**config.mk**
```make
export PLATFORM = sky130hd
export DESIGN_NAME = seq_pattern_tx
export DESIGN_NICKNAME = d
export VERILOG_FILES = /design/src/rtl/seq_pkg.sv /design/src/rtl/seq_piso.sv /design/src/rtl/seq_pattern_tx.sv
export SDC_FILE = /design/constraint.sdc
export NUM_CORES = 1
export LEC_CHECK = 0
export BUFFER_PORTS_ARGS = -buffer_cell sky130_fd_sc_hd__buf_2
export CORE_ASPECT_RATIO = 0.7
export CORE_UTILIZATION = 46
export DETAILED_ROUTE_END_ITERATION = 16
export PLACE_DENSITY = 0.66
export SLEW_MARGIN = 25
export SYNTH_ARGS = -nofsm -noshare
export SYNTH_HDL_FRONTEND = slang
export SYNTH_SLANG_ARGS = --single-unit
```
**constraint.sdc**
```tcl
create_clock -name clk -period 3.7 [get_ports clk]
set_clock_uncertainty 0.05 [all_clocks]
set_input_delay 0.555 -clock clk [delete_from_list [all_inputs] [get_ports clk]]
set_output_delay 0.555 -clock clk [all_outputs]
set_load 0.1 [all_outputs]
```
**src/rtl/seq_pkg.sv**
```systemverilog
`default_nettype none
// ============================================================================
// Module      : seq_pkg
// Description : Shared definitions for the serial sequence transmitter and
//               the matching detector blocks.
//               - state_t: S_IDLE=0, S_SHIFT=1, S_GAP=2, S_DONE=3
//               - default widths for pattern, repetition and gap fields
// Revision    : 1.0 - initial release
// ============================================================================
package seq_pkg;

    typedef enum logic [1:0] {
        S_IDLE  = 2'd0,
        S_SHIFT = 2'd1,
        S_GAP   = 2'd2,
        S_DONE  = 2'd3
    } state_t;

    localparam int DEF_W  = 8;
    localparam int DEF_RW = 8;
    localparam int DEF_GW = 4;

endpackage : seq_pkg
`default_nettype wire

```
**src/rtl/seq_piso.sv**
```systemverilog
`default_nettype none
// ============================================================================
// Module      : seq_piso
// Description : Loadable W-bit parallel-in / serial-out shift register.
//               The low len bits of pattern are aligned to the top of the
//               register on load, so msb presents pattern[len-1] first.
//               Zeros are shifted in, so once the last bit has gone out msb
//               reads 0 until the next load.
// Ports       : clk, rst  - clock, synchronous active-high reset
//               clr       - synchronous clear of the register
//               load      - load aligned pattern (priority over shift)
//               shift     - advance one bit towards msb
//               pattern   - parallel data
//               len       - valid pattern length, 0..W
//               msb       - current serial bit (registered)
// Revision    : 1.0 - initial release
// ============================================================================
module seq_piso #(
    parameter int W  = 8,
    parameter int LW = $clog2(W + 1)
) (
    input  logic          clk,
    input  logic          rst,
    input  logic          clr,
    input  logic          load,
    input  logic          shift,
    input  logic [W-1:0]  pattern,
    input  logic [LW-1:0] len,
    output logic          msb
);

    localparam logic [LW-1:0] C_W = LW'(W);

    logic [W-1:0]  r_sr;
    logic [LW-1:0] w_sh;
    logic [W-1:0]  w_aligned;

    // Shifting left by W-len pushes the unused upper bits out of the
    // register and leaves zeros below the pattern; len=0 yields all zeros.
    assign w_sh      = C_W - len;
    assign w_aligned = pattern << w_sh;

    always_ff @(posedge clk) begin
        if (rst || clr) begin
            r_sr <= '0;
        end else if (load) begin
            r_sr <= w_aligned;
        end else if (shift) begin
            r_sr <= r_sr << 1;
        end
    end

    assign msb = r_sr[W-1];

endmodule : seq_piso
`default_nettype wire

```
**src/rtl/seq_pattern_tx.sv**
```systemverilog
`default_nettype none
// ============================================================================
// Module      : seq_pattern_tx
// Description : Serial bit-pattern transmitter. Sends the low len bits of a
//               latched pattern MSB-first on x, reps times, with gap idle
//               cycles between repetitions. start/busy/done handshake.
// Ports       : clk, rst         - clock, synchronous active-high reset
//               start            - job request (ignored while busy)
//               abort            - cancel running job, no done pulse
//               pattern/len/reps/gap - job fields, latched on start
//               x, valid         - serial data and its qualifier
//               busy             - job in SHIFT or GAP
//               done             - one-cycle completion pulse
// Revision    : 1.0 - initial release
// ============================================================================
module seq_pattern_tx
    import seq_pkg::*;
#(
    parameter int W  = DEF_W,
    parameter int LW = $clog2(W + 1),
    parameter int RW = DEF_RW,
    parameter int GW = DEF_GW
) (
    input  logic          clk,
    input  logic          rst,
    input  logic          start,
    input  logic          abort,
    input  logic [W-1:0]  pattern,
    input  logic [LW-1:0] len,
    input  logic [RW-1:0] reps,
    input  logic [GW-1:0] gap,
    output logic          x,
    output logic          valid,
    output logic          busy,
    output logic          done
);

    state_t        r_state;
    state_t        w_state_nxt;
    logic [W-1:0]  r_pat;
    logic [LW-1:0] r_len;
    logic [GW-1:0] r_gap;
    logic [LW-1:0] r_bit_cnt;   // bits still to send after the current one
    logic [RW-1:0] r_rep_cnt;   // repetitions left, including the current one
    logic [GW-1:0] r_gap_cnt;   // idle cycles left after the current one
    logic          r_valid;
    logic          r_busy;
    logic          r_done;

    logic          w_latch;
    logic          w_load;
    logic          w_shift;
    logic          w_clr;
    logic [LW-1:0] w_len_eff;
    logic [W-1:0]  w_ld_pat;
    logic [LW-1:0] w_ld_len;
    logic          w_rep_next;

    assign w_len_eff = (len > LW'(W)) ? LW'(W) : len;

    // A fresh job loads straight from the ports; repeats reload the copy.
    assign w_ld_pat = w_latch ? pattern   : r_pat;
    assign w_ld_len = w_latch ? w_len_eff : r_len;

    always_comb begin
        w_state_nxt = r_state;
        w_latch     = 1'b0;
        w_load      = 1'b0;
        w_shift     = 1'b0;
        w_clr       = 1'b0;
        case (r_state)
            S_IDLE, S_DONE: begin
                w_state_nxt = S_IDLE;
                if (start) begin
                    w_latch = 1'b1;
                    if (w_len_eff != '0 && reps != '0) begin
                        w_state_nxt = S_SHIFT;
                        w_load      = 1'b1;
                    end else begin
                        w_state_nxt = S_DONE;
                    end
                end
            end
            S_SHIFT: begin
                if (abort) begin
                    w_state_nxt = S_IDLE;
                    w_clr       = 1'b1;
                end else if (r_bit_cnt != '0) begin
                    w_shift = 1'b1;
                end else if (r_rep_cnt == RW'(1)) begin
                    w_state_nxt = S_DONE;
                    w_shift     = 1'b1;   // empties the register so x drops to 0
                end else if (r_gap == '0) begin
                    w_load = 1'b1;        // back-to-back repeat, no bubble
                end else begin
                    w_state_nxt = S_GAP;
                    w_shift     = 1'b1;
                end
            end
            S_GAP: begin
                if (abort) begin
                    w_state_nxt = S_IDLE;
                    w_clr       = 1'b1;
                end else if (r_gap_cnt == '0) begin
                    w_state_nxt = S_SHIFT;
                    w_load      = 1'b1;
                end
            end
            default: begin
                w_state_nxt = S_IDLE;
                w_clr       = 1'b1;
            end
        endcase
    end

    assign w_rep_next = (r_state == S_SHIFT) && !abort &&
                        (r_bit_cnt == '0) && (r_rep_cnt != RW'(1));

    always_ff @(posedge clk) begin
        if (rst) begin
            r_state   <= S_IDLE;
            r_pat     <= '0;
            r_len     <= '0;
            r_gap     <= '0;
            r_bit_cnt <= '0;
            r_rep_cnt <= '0;
            r_gap_cnt <= '0;
            r_valid   <= 1'b0;
            r_busy    <= 1'b0;
            r_done    <= 1'b0;
        end else begin
            r_state <= w_state_nxt;
            r_valid <= (w_state_nxt == S_SHIFT);
            r_busy  <= (w_state_nxt == S_SHIFT) || (w_state_nxt == S_GAP);
            r_done  <= (w_state_nxt == S_DONE);

            if (w_latch) begin
                r_pat <= pattern;
                r_len <= w_len_eff;
                r_gap <= gap;
            end

            if (w_load) begin
                r_bit_cnt <= w_ld_len - LW'(1);
            end else if (w_shift && r_bit_cnt != '0) begin
                r_bit_cnt <= r_bit_cnt - LW'(1);
            end

            if (w_latch) begin
                r_rep_cnt <= reps;
            end else if (w_rep_next) begin
                r_rep_cnt <= r_rep_cnt - RW'(1);
            end

            // Entering GAP counts gap-1 down to 0, so gap cycles total and
            // the maximum field value never needs an extra counter bit.
            if (r_state == S_SHIFT && w_state_nxt == S_GAP) begin
                r_gap_cnt <= r_gap - GW'(1);
            end else if (r_state == S_GAP && r_gap_cnt != '0) begin
                r_gap_cnt <= r_gap_cnt - GW'(1);
            end
        end
    end

    seq_piso #(
        .W  (W),
        .LW (LW)
    ) u_piso (
        .clk     (clk),
        .rst     (rst),
        .clr     (w_clr),
        .load    (w_load),
        .shift   (w_shift),
        .pattern (w_ld_pat),
        .len     (w_ld_len),
        .msb     (x)
    );

    assign valid = r_valid;
    assign busy  = r_busy;
    assign done  = r_done;

endmodule : seq_pattern_tx
`default_nettype wire

```
=== Yosys cells after proc, flatten, opt, wreduce, memory -nomap -nowiden ===
Index checks and enable logic that the tools add are counted.

* Multiplexer cells: 38
* $add $sub $neg: 6
* $lt $le $gt $ge: 1
* Reduce and logical (&&, ||, !) cells: 24
* Shift operators: 1
* Equal/unequal tests: 8

{| class="wikitable"
|+ Operators with widths
! kind !! count
|-
| 8-bit two-way mux || 5
|-
| 4-bit two-way mux || 6
|-
| 1-bit two-way mux || 17
|-
| 2-bit two-way mux || 8
|-
| 4-bit by 1-bit subtractor with 4-bit output (second input constant) || 4
|-
| 4-bit zero test || 3
|-
| 4-bit nonzero test || 3
|-
| 2-bit equality test (second input constant) || 4
|-
| 8-bit by 1-bit equality test with 1-bit output (second input constant) || 1
|-
| 8-bit by 1-bit != test with 1-bit output (second input constant) || 1
|-
| 2-bit nonzero test || 4
|-
| 8-bit nonzero test || 1
|-
| 8-bit by 4-bit << shifter with 8-bit output || 1
|-
| 8-bit by 1-bit subtractor with 8-bit output (second input constant) || 1
|-
| 1-bit logical AND || 7
|-
| 2-bit one-hot mux with 3 select lines || 1
|-
| 2-bit by 1-bit equality test with 1-bit output (second input constant) || 2
|-
| 4-bit > comparator (second input constant) || 1
|-
| 2-bit OR reduction || 2
|-
| 4-bit subtractor (first input constant) || 1
|-
| 1-bit one-hot mux with 3 select lines || 1
|-
| 2-bit zero test || 1
|-
| 1-bit logical OR || 2
|-
| 1-bit zero test || 1
|}

* Input bits: 28
* Logic and storage cells: 89
* Register bits: 45

=== Depth between registers and ports, before layout ===
Gate-level depths: netlist of run 1.

* Depth in word-level cells: 10
* Depth in mapped cells: 16
* Gate-level depth less buffers: 15

=== Modules after synthesis ===
From an unflattened synthesis of run 1, not the netlist that was laid out.

* Cell total of the unflattened synthesis: 355
* Area total of the unflattened synthesis: 2850.2 µm²

{| class="wikitable"
|+ By module, submodules not included
! module !! area each (µm²) !! cells an instance !! instances
|-
| seq_pattern_tx || 2139.6 || 269 || 1
|-
| seq_piso || 710.7 || 86 || 1
|}

=== Worst setup path before layout of run 1 ===
No wires, ideal clock.

* Path type: register -> register
* Start: reg r_state[0]
* End: reg r_gap_cnt[2]
* Buffers on the path: 3
* Clock period less this slack: 3.076 ns
* Setup slack: 0.624 ns
* Cell stages (with the launch flop): 16
* Setup time: 0.086 ns
* Data arrival time: 2.940 ns
* Cells stage by stage: dfxtp_1 -> inv_1 -> ha_1 -> buf_4 -> and2_1 -> buf_2 -> buf_2 -> a22oi_1 -> inv_1 -> ha_1 -> nand2_1 -> mux2i_1 -> ha_1 -> nand3_1 -> xor2_1 -> a211oi_1

* Elaborated cells between the ends (all ways): 17
* Those cells by class: eq/ne: 4; mux: 8; reduce/logical: 5

{| class="wikitable"
|+ RTL lines
! element !! RTL line !! source
|-
| start, declared || seq_pattern_tx.sv:38 || <nowiki>state_t r_state;</nowiki>
|-
| start signal, assigned || seq_pattern_tx.sv:132 || <nowiki>r_state <= w_state_nxt;</nowiki>
|-
| 2-bit equality test or 2-bit zero test (tied branches) || seq_pattern_tx.sv:71 || <nowiki>case (r_state)</nowiki>
|-
| 2-bit OR reduction || seq_pattern_tx.sv:71 ||
|-
| 2-bit one-hot mux with 3 select lines (*) || seq_pattern_tx.sv:71 ||
|-
| named net w_state_nxt[1] || seq_pattern_tx.sv:39 || <nowiki>state_t w_state_nxt;</nowiki>
|-
| 2-bit equality test (*) || seq_pattern_tx.sv:157 || <nowiki>if (r_state == S_SHIFT && w_state_nxt == S_GAP) begin</nowiki>
|-
| 1-bit logical AND (*) || seq_pattern_tx.sv:157 ||
|-
| 4-bit two-way mux or 2-bit nonzero test (tied branches) || -- ||
|-
| end signal, assigned || seq_pattern_tx.sv:158 || <nowiki>r_gap_cnt <= r_gap - GW'(1);</nowiki>
|-
| end signal, assigned || seq_pattern_tx.sv:160 || <nowiki>r_gap_cnt <= r_gap_cnt - GW'(1);</nowiki>
|-
| end, declared || seq_pattern_tx.sv:45 || <nowiki>logic [GW-1:0] r_gap_cnt;</nowiki>
|}

The timed path passes the listed nets; every way through them passes the cells marked *.
A chain may end at the register's enable or synchronous reset.

=== Final worst setup path of run 1 ===
* Start: reg r_rep_cnt[1]
* End: reg r_gap_cnt[2]

* Longest elaborated chain between the ends: 8
* Elaborated cells between the ends (all ways): 9
* Those cells by class: eq/ne: 2; mux: 5; reduce/logical: 2

{| class="wikitable"
|+ Ends and longest elaborated chain
! element !! RTL line !! source
|-
| start, declared || seq_pattern_tx.sv:44 || <nowiki>logic [RW-1:0] r_rep_cnt;</nowiki>
|-
| start signal, assigned || seq_pattern_tx.sv:150 || <nowiki>r_rep_cnt <= reps;</nowiki>
|-
| start signal, assigned || seq_pattern_tx.sv:152 || <nowiki>r_rep_cnt <= r_rep_cnt - RW'(1);</nowiki>
|-
| 8-bit by 1-bit equality test with 1-bit output (*) || seq_pattern_tx.sv:90 || <nowiki>end else if (r_rep_cnt == RW'(1)) begin</nowiki>
|-
| 2-bit two-way mux (*) || seq_pattern_tx.sv:90 ||
|-
| 2-bit two-way mux (*) || seq_pattern_tx.sv:88 || <nowiki>end else if (r_bit_cnt != '0) begin</nowiki>
|-
| 2-bit two-way mux (*) || seq_pattern_tx.sv:85 || <nowiki>if (abort) begin</nowiki>
|-
| 2-bit one-hot mux with 3 select lines (*) || seq_pattern_tx.sv:71 ||
|-
| named net w_state_nxt[1] || seq_pattern_tx.sv:39 ||
|-
| 2-bit equality test (*) || seq_pattern_tx.sv:157 ||
|-
| 1-bit logical AND (*) || seq_pattern_tx.sv:157 ||
|-
| 4-bit two-way mux or 2-bit nonzero test (tied branches) || -- ||
|}

Marks and branches as above.

==> results of run 1 <==
sequential cells by signal (all words and copies together), names as in the netlist:
signal	flops
r_rep_cnt	8
r_bit_cnt	4
busy	1
r_state	2
r_gap_cnt	4
r_pat	8
done	1
valid	1
r_len	4
u_piso.r_sr	8
r_gap	4
layout make-up:
class                      count  area (um^2)  area share
multi-input combinational    230         1605      0.5502
inverter                      14        52.55     0.01801
timing repair buffer          35        185.2     0.06346
tap                           72        90.09     0.03087
clock buffer                   7        76.32     0.02616
clock inverter                 1        7.507    0.002573
sequential                    45        900.9      0.3087
per-stage QoR:
stage                     power (mW)  instance area (um^2)    util  setup WS, ns  cells
final                          1.140                  2918  0.5436        0.3177    404
after global routing           1.205                  2918  0.5436       0.09151    404
after CTS                      1.148                  2913  0.5427        0.2878    404
after detailed placement      0.8509                  2829  0.5270        0.3323    396
after global placement        0.8482                  2829  0.5270        0.5071    396
after floorplan               0.7794                  2619       -        0.6244    302
critical path, stage by stage, from the launching register on:
cell and delay [ns]:
dfxtp_1 0.42, inv_1 0.09, ha_1 0.21, nor3b_2 0.18, a21boi_1 0.31, or3_1 0.16, o31ai_1 0.06, a22oi_1 0.27
inv_1 0.12, ha_1 0.20, nand2_1 0.24, mux2i_1 0.33, ha_1 0.24, nand3_1 0.09, xor2_1 0.15, a211oi_1 0.21
timing repair:
action                     CTS  global route
setup endpoints to repair    0             1
gates resized for setup      0             1
buffers inserted             0             0
worst max path at each step:
stage                             from            to  slack [ns]  cells past startpoint
after floorplan             r_state[0]  r_gap_cnt[2]        0.62                     15
after detailed placement  r_rep_cnt[0]  r_gap_cnt[2]        0.33                     14
after CTS                 r_rep_cnt[0]  r_gap_cnt[2]        0.29                     14
after global placement    r_rep_cnt[0]  r_gap_cnt[2]        0.51                     14
final                     r_rep_cnt[1]  r_gap_cnt[2]        0.32                     15
after global routing      r_rep_cnt[1]  r_gap_cnt[2]        0.09                     15
per-layer routing:
metal	up-vias	share of wire	global-route usage
met2	41	0.39	0.2826
met4	0	0.0018	0.02930
met5	-	0	0
met3	2	0.042	0.03819
met1	1002	0.57	0.3128
li1	1140	-	-
synth_stat cells (2+ instances only):
cell,n
and4b_1,3
xnor2_1,6
mux2i_1,23
xor2_1,7
inv_1,14
o211ai_2,2
dfxtp_1,45
nand2_1,28
or4_1,4
mux4_2,2
o21a_1,4
nor4_1,2
a21boi_1,2
clkbuf_1,6
nor4_2,2
o211ai_1,3
a31oi_1,5
o21ai_0,10
ha_1,10
nor2b_1,4
o22ai_1,3
a211oi_1,9
nand2b_1,4
or4_4,2
nand3_1,9
and2_1,2
nor2_1,37
a2bb2oi_1,2
a21oi_1,15
buf_2,4
nor3_1,9
cell families after synthesis:
kind of cell    share of synthesized area
flops                              0.3440
simple gates                       0.2265
xor+xnor                          0.04348
fa+ha+maj                         0.04778
compound gates                     0.1796
buf+inv                           0.04491
mux                                0.1137
power by group:
group | switching (mW) | total, mW | internal (mW)
combinational | 0.177 | 0.300 | 0.123
clock | 0.163 | 0.297 | 0.134
sequential | 0.0247 | 0.543 | 0.518
cell usage in the layout (no fill, tap or decap), drive strengths merged, types with 2 or more instances in the layout:
master	Yosys	final
a211oi	10	10
nor3	10	10
or4	6	6
nand2b	4	4
a21oi	15	15
nand3	9	9
mux2	2	2
ha	10	10
xnor2	6	6
dfxtp	45	45
a21boi	3	3
mux4	2	2
a31oi	5	5
o21ai	10	10
clkbuf	6	7
xor2	7	7
and2	2	2
o21a	4	4
o211ai	5	5
nor2	37	37
nor4	4	4
nand2	29	29
a2bb2oi	2	2
o22ai	3	3
mux2i	23	23
inv	14	14
buf	7	35
and4b	3	3
nor2b	4	4
==> metrics.md, run 1 <==
| Metric | Value |
|---|---|
| Status | `completed` |
| CTS max path bufs | `2` |
| Top_reg_cell synth | `dfxtp_1` |
| Setup CP Type | `reg2reg` |
| DRC | `0` |
| Final period utilization | `0.9141` |
| Actual slew at the worst max-slew pin | `just under 0.7 ns` |
| Pwr Density | `slightly below 400 nW/um^2` |
| Worst skew pair latency | `0.29 ns` |
| Largest net degree at the start of global routing | `39` |
| Hold path cells | `2` |
| H-tree depth | `2` |
| Initial core utilization | `0.4879` |
| RR Startpoint | `r_rep_cnt[1]` |
| Total global routing overflow | `0` |
| Post-cts hold buffer count | `0` |
| Share of layout cells above drive strength 1 | `0.1717` |
| Die Span X | `92.18 um` |
| NumNets Final | `369` |
| DRT Pass-1 Iters | `4` |
| Reg2reg end | `r_gap_cnt[2]` |
| Final min period | `3.382 ns` |
| Initial DRC Count | `around 110` |
| Initial antenna violation count | `0` |
| Post-synth net total | `340` |
| Placer Congestion | `about 0.85` |
| Number of synthesized flops with an enable pin | `0` |
| Top cells by area, synth | `dfxtp_1 34%, mux2i_1 8.8%, nor2_1 5.3%` |
| Antenna Cells | `0` |
| Post-Syn Instances | `between 300 and 400` |
| CTS tree | `done` |
| Netlist Area Pre-Place | `around 2600 um^2` |
| Die Span Y | `approximately 65 um` |
| Critical Path RT | `slightly below 4 ns` |
| Hpwl dp | `around 4200 um` |
| Largest area contributor in the netlist | `dfxtp_1` |
| Async S/R FF share, synth | `0` |
| Max FO, Critical Path | `8` |
| Drt total wl | `between 5000 and 6000 um` |
| Number of I/O pins | `32` |
| Final Max Tran Viols | `0` |
| Hold_sp | `r_pat[7]` |
| CTS clock-pin slew for the worst setup and hold paths | `approximately 0.090 ns` |
| Seq/Total Area, Yosys | `0.3440` |
| Root buffer cell | `clkbuf_8` |
| R2R Setup Slk | `between 0.3 and 0.4 ns` |
| Max_slew headroom | `0.5393` |
| GR Util All Layers | `0.1992` |
| Clock sink count | `between 40 and 50` |
| Core Box Area | `approximately 5400 um^2` |
| Syn Area/Cell | `roughly 8.7 um^2` |
| Die footprint | `between 6000 and 7000 um^2` |
| Hold EP | `r_pat[7]` |
| Max-cap violations | `0` |
| Hold Crit Class | `reg2reg` |
| Hold_ws | `0.4145 ns` |
| Routed Antenna Nets | `0` |
| CTS Buf Count | `5` |
| Filler Cell Count | `518` |
| Fmax | `about 300 MHz` |
| Synth warnings | `0` |
| Leakage | `~1.2 nW` |
| Global-route wire length before repair | `approximately 9500 um` |
| Arr. time, crit path | `3.55 ns` |
| P&R area growth vs syn | `11.42%` |
| Setup_tns | `0 ns` |
| Synth top area share | `0.3440` |
| Setup violators final | `0` |
| Seq cells post-synth | `between 40 and 50` |
| WL per Instance | `~14 um` |
| Vias in the first global route | `slightly below 2,000` |
| Final hold vios | `0` |
| Crit path capture type | `flop` |
| RSZ-0062 raised after global routing | `false` |
| Vias/cell | `5.408` |
| Via Count | `between 2,000 and 2,500` |
| Crit path launch type | `flop` |
| PortBufs | `31` |
| FP Rows | `22` |
| Synth unique cells | `55` |
| FF-to-FF path depth | `15` |
| Max VDD drop | `209.6 uV` |
Note: power is estimated with default switching activity, not from simulation.
==> run 2, diff against run 1 <==
- CORE_ASPECT_RATIO: 0.7 -> 1.25
==> run 2 against run 1 <==
  * Via count grew 2.2%
  * Fmax grew 3.0%
  * Worst hold slack gained 0.0049 ns
  * Clock power grew 4%
  * Global-route usage grew 0.89 points
  * Die area is essentially flat
  * Sequential share of layout area is essentially flat
  * Non-clock buffer count is the same
  * Sequential power is essentially flat
  * First-iteration DRC count shrank 22%
==> metrics.md, run 2 (same netlist as run 1, synthesis figures left out) <==
| Metric | Value |
|---|---|
| Post-placement cell count | `388` |
| Initial core utilization | `0.4811` |
| Worst skew pair latency | `roughly 0.3 ns` |
| P&R area growth vs syn | `11.28%` |
| Number of I/O pins | `32` |
| Layout Cells excl Fill | `a little under 400` |
| CTS tree | `done` |
| Antenna Cells | `0` |
| Die footprint | `between 6000 and 7000 um^2` |
| DP Area | `2819 um^2` |
| Final instance area | `between 2000 and 3000 um^2` |
| Crit path capture type | `flop` |
| Share of layout cells above drive strength 1 | `0.1752` |
| WL per Instance | `14.64 um` |
| Arr. time, crit path | `approximately 3.5 ns` |
| Setup CP Type | `reg2reg` |
| Vias in the first global route | `about 2,200` |
| CTS Buf Count | `5` |
| Final min period | `3.285 ns` |
| PortBufs | `31` |
| Root buffer cell | `clkbuf_8` |
| Hpwl dp | `4244 um` |
| NumNets Final | `around 370` |
| Sw Share | `0.3133` |
| Largest net degree at the start of global routing | `39` |
| Final hold vios | `0` |
| CTS max path bufs | `2` |
| Pwr Density | `394.8 nW/um^2` |
| Global-route wire length before repair | `around 10000 um` |
| DRC | `0` |
| Via Count | `2,233` |
| Initial DRC Count | `87` |
| Final Max Tran Viols | `0` |
| Fmax | `304.4 MHz` |
| NetSw | `360.4 uW` |
| Clock sink count | `45` |
| GR Util All Layers | `0.2081` |
| Core Box Area | `about 5400 um^2` |
| Crit path launch type | `flop` |
| Setup_tns | `0 ns` |
| Routed Antenna Nets | `0` |
| Die Span X | `~69 um` |
| Drt total wl | `~5800 um` |
| Total global routing overflow | `0` |
| Vias/cell | `5.653` |
| Critical Path RT | `about 3.9 ns` |
| Die Span Y | `about 86 um` |
| FP Rows | `30` |
| DRT Pass-1 Iters | `5` |
| Hold_ws | `0.4194 ns` |
| Gate power share | `0.258` |
| RSZ-0062 raised after global routing | `false` |
| Status | `completed` |
| Clock network fraction of total power | `0.270` |
| Cell-internal power | `789.9 uW` |
| Placer Congestion | `approximately 0.83` |
| Leakage | `1.235 nW` |
| Commonest non-fill, non-tap cell in the layout | `dfxtp_1` |
| Final period utilization | `0.8878` |
| Hold Crit Class | `reg2reg` |
| Sequential share of power | `0.472` |
| Max-cap violations | `0` |
| Max VDD drop | `220.6 uV` |
| Initial antenna violation count | `0` |
| Max_slew headroom | `0.5169` |
| Actual slew at the worst max-slew pin | `just over 0.7 ns` |
| Max FO, Critical Path | `8` |
| Biggest registers after layout | `r_pat (8), r_rep_cnt (8), u_piso.r_sr (8)` |
| CTS clock-pin slew for the worst setup and hold paths | `approximately 0.080 ns` |
| H-tree depth | `2` |
| Commonest non-fill, non-tap cells in the layout | `45 x dfxtp_1, 37 x nor2_1, 31 x buf_2` |
| Setup violators final | `0` |
run 2: worst paths after layout:
kind	to	slack (ns)	from	depth (start not counted)
worst max-delay path	r_gap_cnt[2]	0.42	r_rep_cnt[1]	15
worst min-delay path	r_pat[7]	0.42	r_pat[7]	2
worst min register to register	r_pat[7]	0.42	r_pat[7]	2
worst max register to register	r_gap_cnt[2]	0.42	r_rep_cnt[1]	15
run 2: stage by stage:
step | utilization | total power [mW] | setup WS [ns]
after floorplan | - | 0.7794 | 0.6244
after global placement | 0.5179 | 0.8447 | 0.5365
after detailed placement | 0.5179 | 0.8493 | 0.3460
after CTS | 0.5338 | 1.161 | 0.3074
after global routing | 0.5354 | 1.216 | 0.05536
final | 0.5354 | 1.150 | 0.4153
run 2: per-layer routing:
layer	wire, um	up-vias	GRT usage	part of all wire
li1	-	1138	-	-
met1	2465	1057	0.2243	0.43
met2	3076	30	0.4007	0.53
met3	145	8	0.04302	0.025
met4	93	0	0.07050	0.016
met5	0	-	0	0
run 2: timing repair:
action                     in CTS  in global routing
resized for setup               0                  2
setup endpoints to repair       0                  1
setup buffers                   0                  0
hold buffers                    0                  0
run 2: layout make-up:
type / instances / area, um^2
timing repair buffer: 35 / 185.2
multi-input combinational: 230 / 1609
inverter: 14 / 52.55
tap: 64 / 80.08
clock buffer: 7 / 86.33
sequential: 45 / 900.9
fill: 545 / 2529
run 2: critical path, cell delays in order (launching register included):
cell	delay, ns
dfxtp_1	0.40
inv_1	0.09
ha_1	0.20
nor3b_2	0.18
a21boi_2	0.24
or3_1	0.15
o31ai_1	0.06
a22oi_1	0.25
inv_1	0.11
ha_1	0.19
nand2_1	0.24
mux2i_1	0.33
ha_1	0.23
nand3_1	0.09
xor2_1	0.16
a211oi_1	0.23
run 2: power by group through the flow:
stage | registers, mW | clock network [mW] | logic, mW
CTS | 0.543 | 0.321 | 0.297
global route | 0.549 | 0.338 | 0.329
global placement | 0.553 | 0 | 0.292
floorplan | 0.566 | 0 | 0.213
finish | 0.543 | 0.310 | 0.297
detailed placement | 0.554 | 0 | 0.295
==> run 3, diff against run 2 <==
- CORE_UTILIZATION: 46 -> 35
- PLACE_DENSITY: 0.66 -> unset
==> run 3 against run 2 <==
  * Non-clock buffer count is 1 higher
  * Sequential power is essentially flat
  * Wire length grew 2.2%
  * Core utilization fell by 12 points
  * First-iteration DRC count rose by 37%
  * Worst setup slack got worse by 0.038 ns
  * Clock power is 16% higher
  * Critical path depth is the same
  * Clock-buffer cell count is 2 lower
  * Sequential share of layout area fell by 0.56 points
  * Die area rose by 31%
==> metrics.md, run 3 (same netlist as run 1, synthesis figures left out) <==
| Metric | Value |
|---|---|
| Placer Congestion | `about 0.81` |
| WL per Instance | `14.00 um` |
| Pwr Density | `~410 nW/um^2` |
| Hold Crit Class | `reg2reg` |
| Gate power share | `0.249` |
| Max_slew headroom | `0.5103` |
| Drt total wl | `about 6000 um` |
| Final Max Tran Viols | `0` |
| Setup Fix Bufs, Post-CTS | `0` |
| CTS tree | `done` |
| CTS max path bufs | `2` |
| PortBufs | `31` |
| P&R area growth vs syn | `13.33%` |
| NumNets Final | `370` |
| Die Span Y | `roughly 99 um` |
| Final period utilization | `0.8981` |
| Leakage | `around 1.2 nW` |
| Final hold vios | `0` |
| Initial antenna violation count | `0` |
| Crit path capture type | `flop` |
| Die Span X | `79.37 um` |
| Cell-internal power | `~840 uW` |
| Fmax | `roughly 300 MHz` |
| GR Util All Layers | `0.1599` |
| Share of layout cells above drive strength 1 | `0.1777` |
| Max FO, Critical Path | `8` |
| Number of gates resized after cts | `0` |
| Actual slew at the worst max-slew pin | `0.7345 ns` |
| CTS clock-pin slew for the worst setup and hold paths | `around 0.080 ns` |
| RR Startpoint | `r_rep_cnt[1]` |
| Core Box Area | `7104 um^2` |
| CTS Buf Count | `5` |
| DRT Pass-1 Iters | `4` |
| H-tree depth | `2` |
| Final min period | `between 3 and 4 ns` |
| Vias in the first global route | `~2,200` |
| Arr. time, crit path | `around 3.5 ns` |
| Largest net degree at the start of global routing | `39` |
| Setup_tns | `0 ns` |
| Crit path launch type | `flop` |
| DRC | `0` |
| Final core occ | `0.4178` |
| RSZ-0062 raised after global routing | `false` |
| Sw Share | `0.3020` |
| FF-to-FF path depth | `15` |
| Max-cap violations | `0` |
| Sequential share of power | `0.452` |
| Routed Antenna Nets | `0` |
| Hpwl dp | `roughly 4400 um` |
| Critical Path RT | `3.86 ns` |
| Reg2reg end | `r_gap_cnt[2]` |
| Initial DRC Count | `roughly 120` |
| Commonest non-fill, non-tap cell in the layout | `dfxtp_1` |
| Commonest non-fill, non-tap cells in the layout | `45 x dfxtp_1, 37 x nor2_1, 31 x buf_2` |
| Total global routing overflow | `0` |
| Worst setup path endpoint | `r_gap_cnt[2]` |
| FP Rows | `34` |
| Clock network fraction of total power | `0.299` |
| Antenna Cells | `0` |
| Initial core utilization | `0.3686` |
| Setup CP Type | `reg2reg` |
| Die footprint | `approximately 8000 um^2` |
| Worst skew pair latency | `0.30 ns` |
| R2R Setup Slk | `around 0.38 ns` |
| Global-route wire length before repair | `9949 um` |
| Clock sink count | `between 40 and 50` |
| Via Count | `~2,200` |
| Number of I/O pins | `32` |
| Setup violators final | `0` |
| Max VDD drop | `about 180 uV` |
| Post-cts hold buffer count | `0` |
| Biggest registers after layout | `r_pat (8), r_rep_cnt (8), u_piso.r_sr (8)` |
| Vias/cell | `between 5 and 6` |
| Crit path from | `r_rep_cnt[1]` |
| NetSw | `363.2 uW` |
| Status | `completed` |
| Root buffer cell | `clkbuf_8` |
## run 3: area by class of cell
cell class	instances	area, um^2
Clock inverter	2	35.03
Multi-Input combinational cell	230	1605
Inverter	14	52.55
Fill cell	739	4136
Timing Repair Buffer	36	192.7
Tap cell	90	112.6
Clock buffer	5	68.82
Sequential cell	45	900.9
## run 3: stage by stage
step           worst slack, ns  total power, mW  hold slack [ns]  instances  instance area [um^2]
6_report                0.3769            1.203           0.4257        422                  2968
5_1_grt                0.06073            1.272           0.4370        422                  2968
4_1_cts                 0.3662            1.216           0.4299        422                  2963
3_5_place_dp            0.4133           0.8552           0.4130        415                  2859
3_3_place_gp            0.5047           0.8525           0.4013        415                  2859
2_1_floorplan           0.6244           0.7794           0.3857        302                  2619
## run 3: worst min-delay path by stage
stage                     end  cells past startpoint            from  slack (ns)
2_1_floorplan        r_pat[7]                      2        r_pat[7]        0.39
3_3_place_gp         r_pat[7]                      2        r_pat[7]        0.40
3_5_place_dp         r_pat[7]                      2        r_pat[7]        0.41
4_1_cts              r_pat[7]                      2        r_pat[7]        0.43
5_1_grt              r_gap[3]                      3          gap[3]        0.44
6_report       u_piso.r_sr[2]                      2  u_piso.r_sr[1]        0.43
## run 3: per-layer routing
metal,track usage,wire length (um),vias to the layer above
li1,-,-,1140
met4,0.05455,76,0
met2,0.2871,2932,37
met5,0,0,-
met3,0.03241,194,7
met1,0.1857,2703,1058
## run 3: power groups by stage
stage                     combinational, mW  sequential (mW)  clock [mW]
after global routing                  0.332            0.548       0.391
after detailed placement              0.301            0.554           0
final                                 0.300            0.544       0.359
after floorplan                       0.213            0.566           0
after global placement                0.299            0.554           0
after CTS                             0.302            0.543       0.370
## run 3: critical path, cell delays in order (launching register included)
cell and delay, ns:
dfxtp_1 0.40, inv_1 0.08, ha_1 0.20, nor3b_2 0.18, a21boi_1 0.32, or3_1 0.16, o31ai_1 0.06, a22oi_1 0.24
inv_1 0.10, ha_1 0.19, nand2_1 0.24, mux2i_1 0.33, ha_1 0.23, nand3_1 0.10, xor2_1 0.15, a211oi_1 0.21
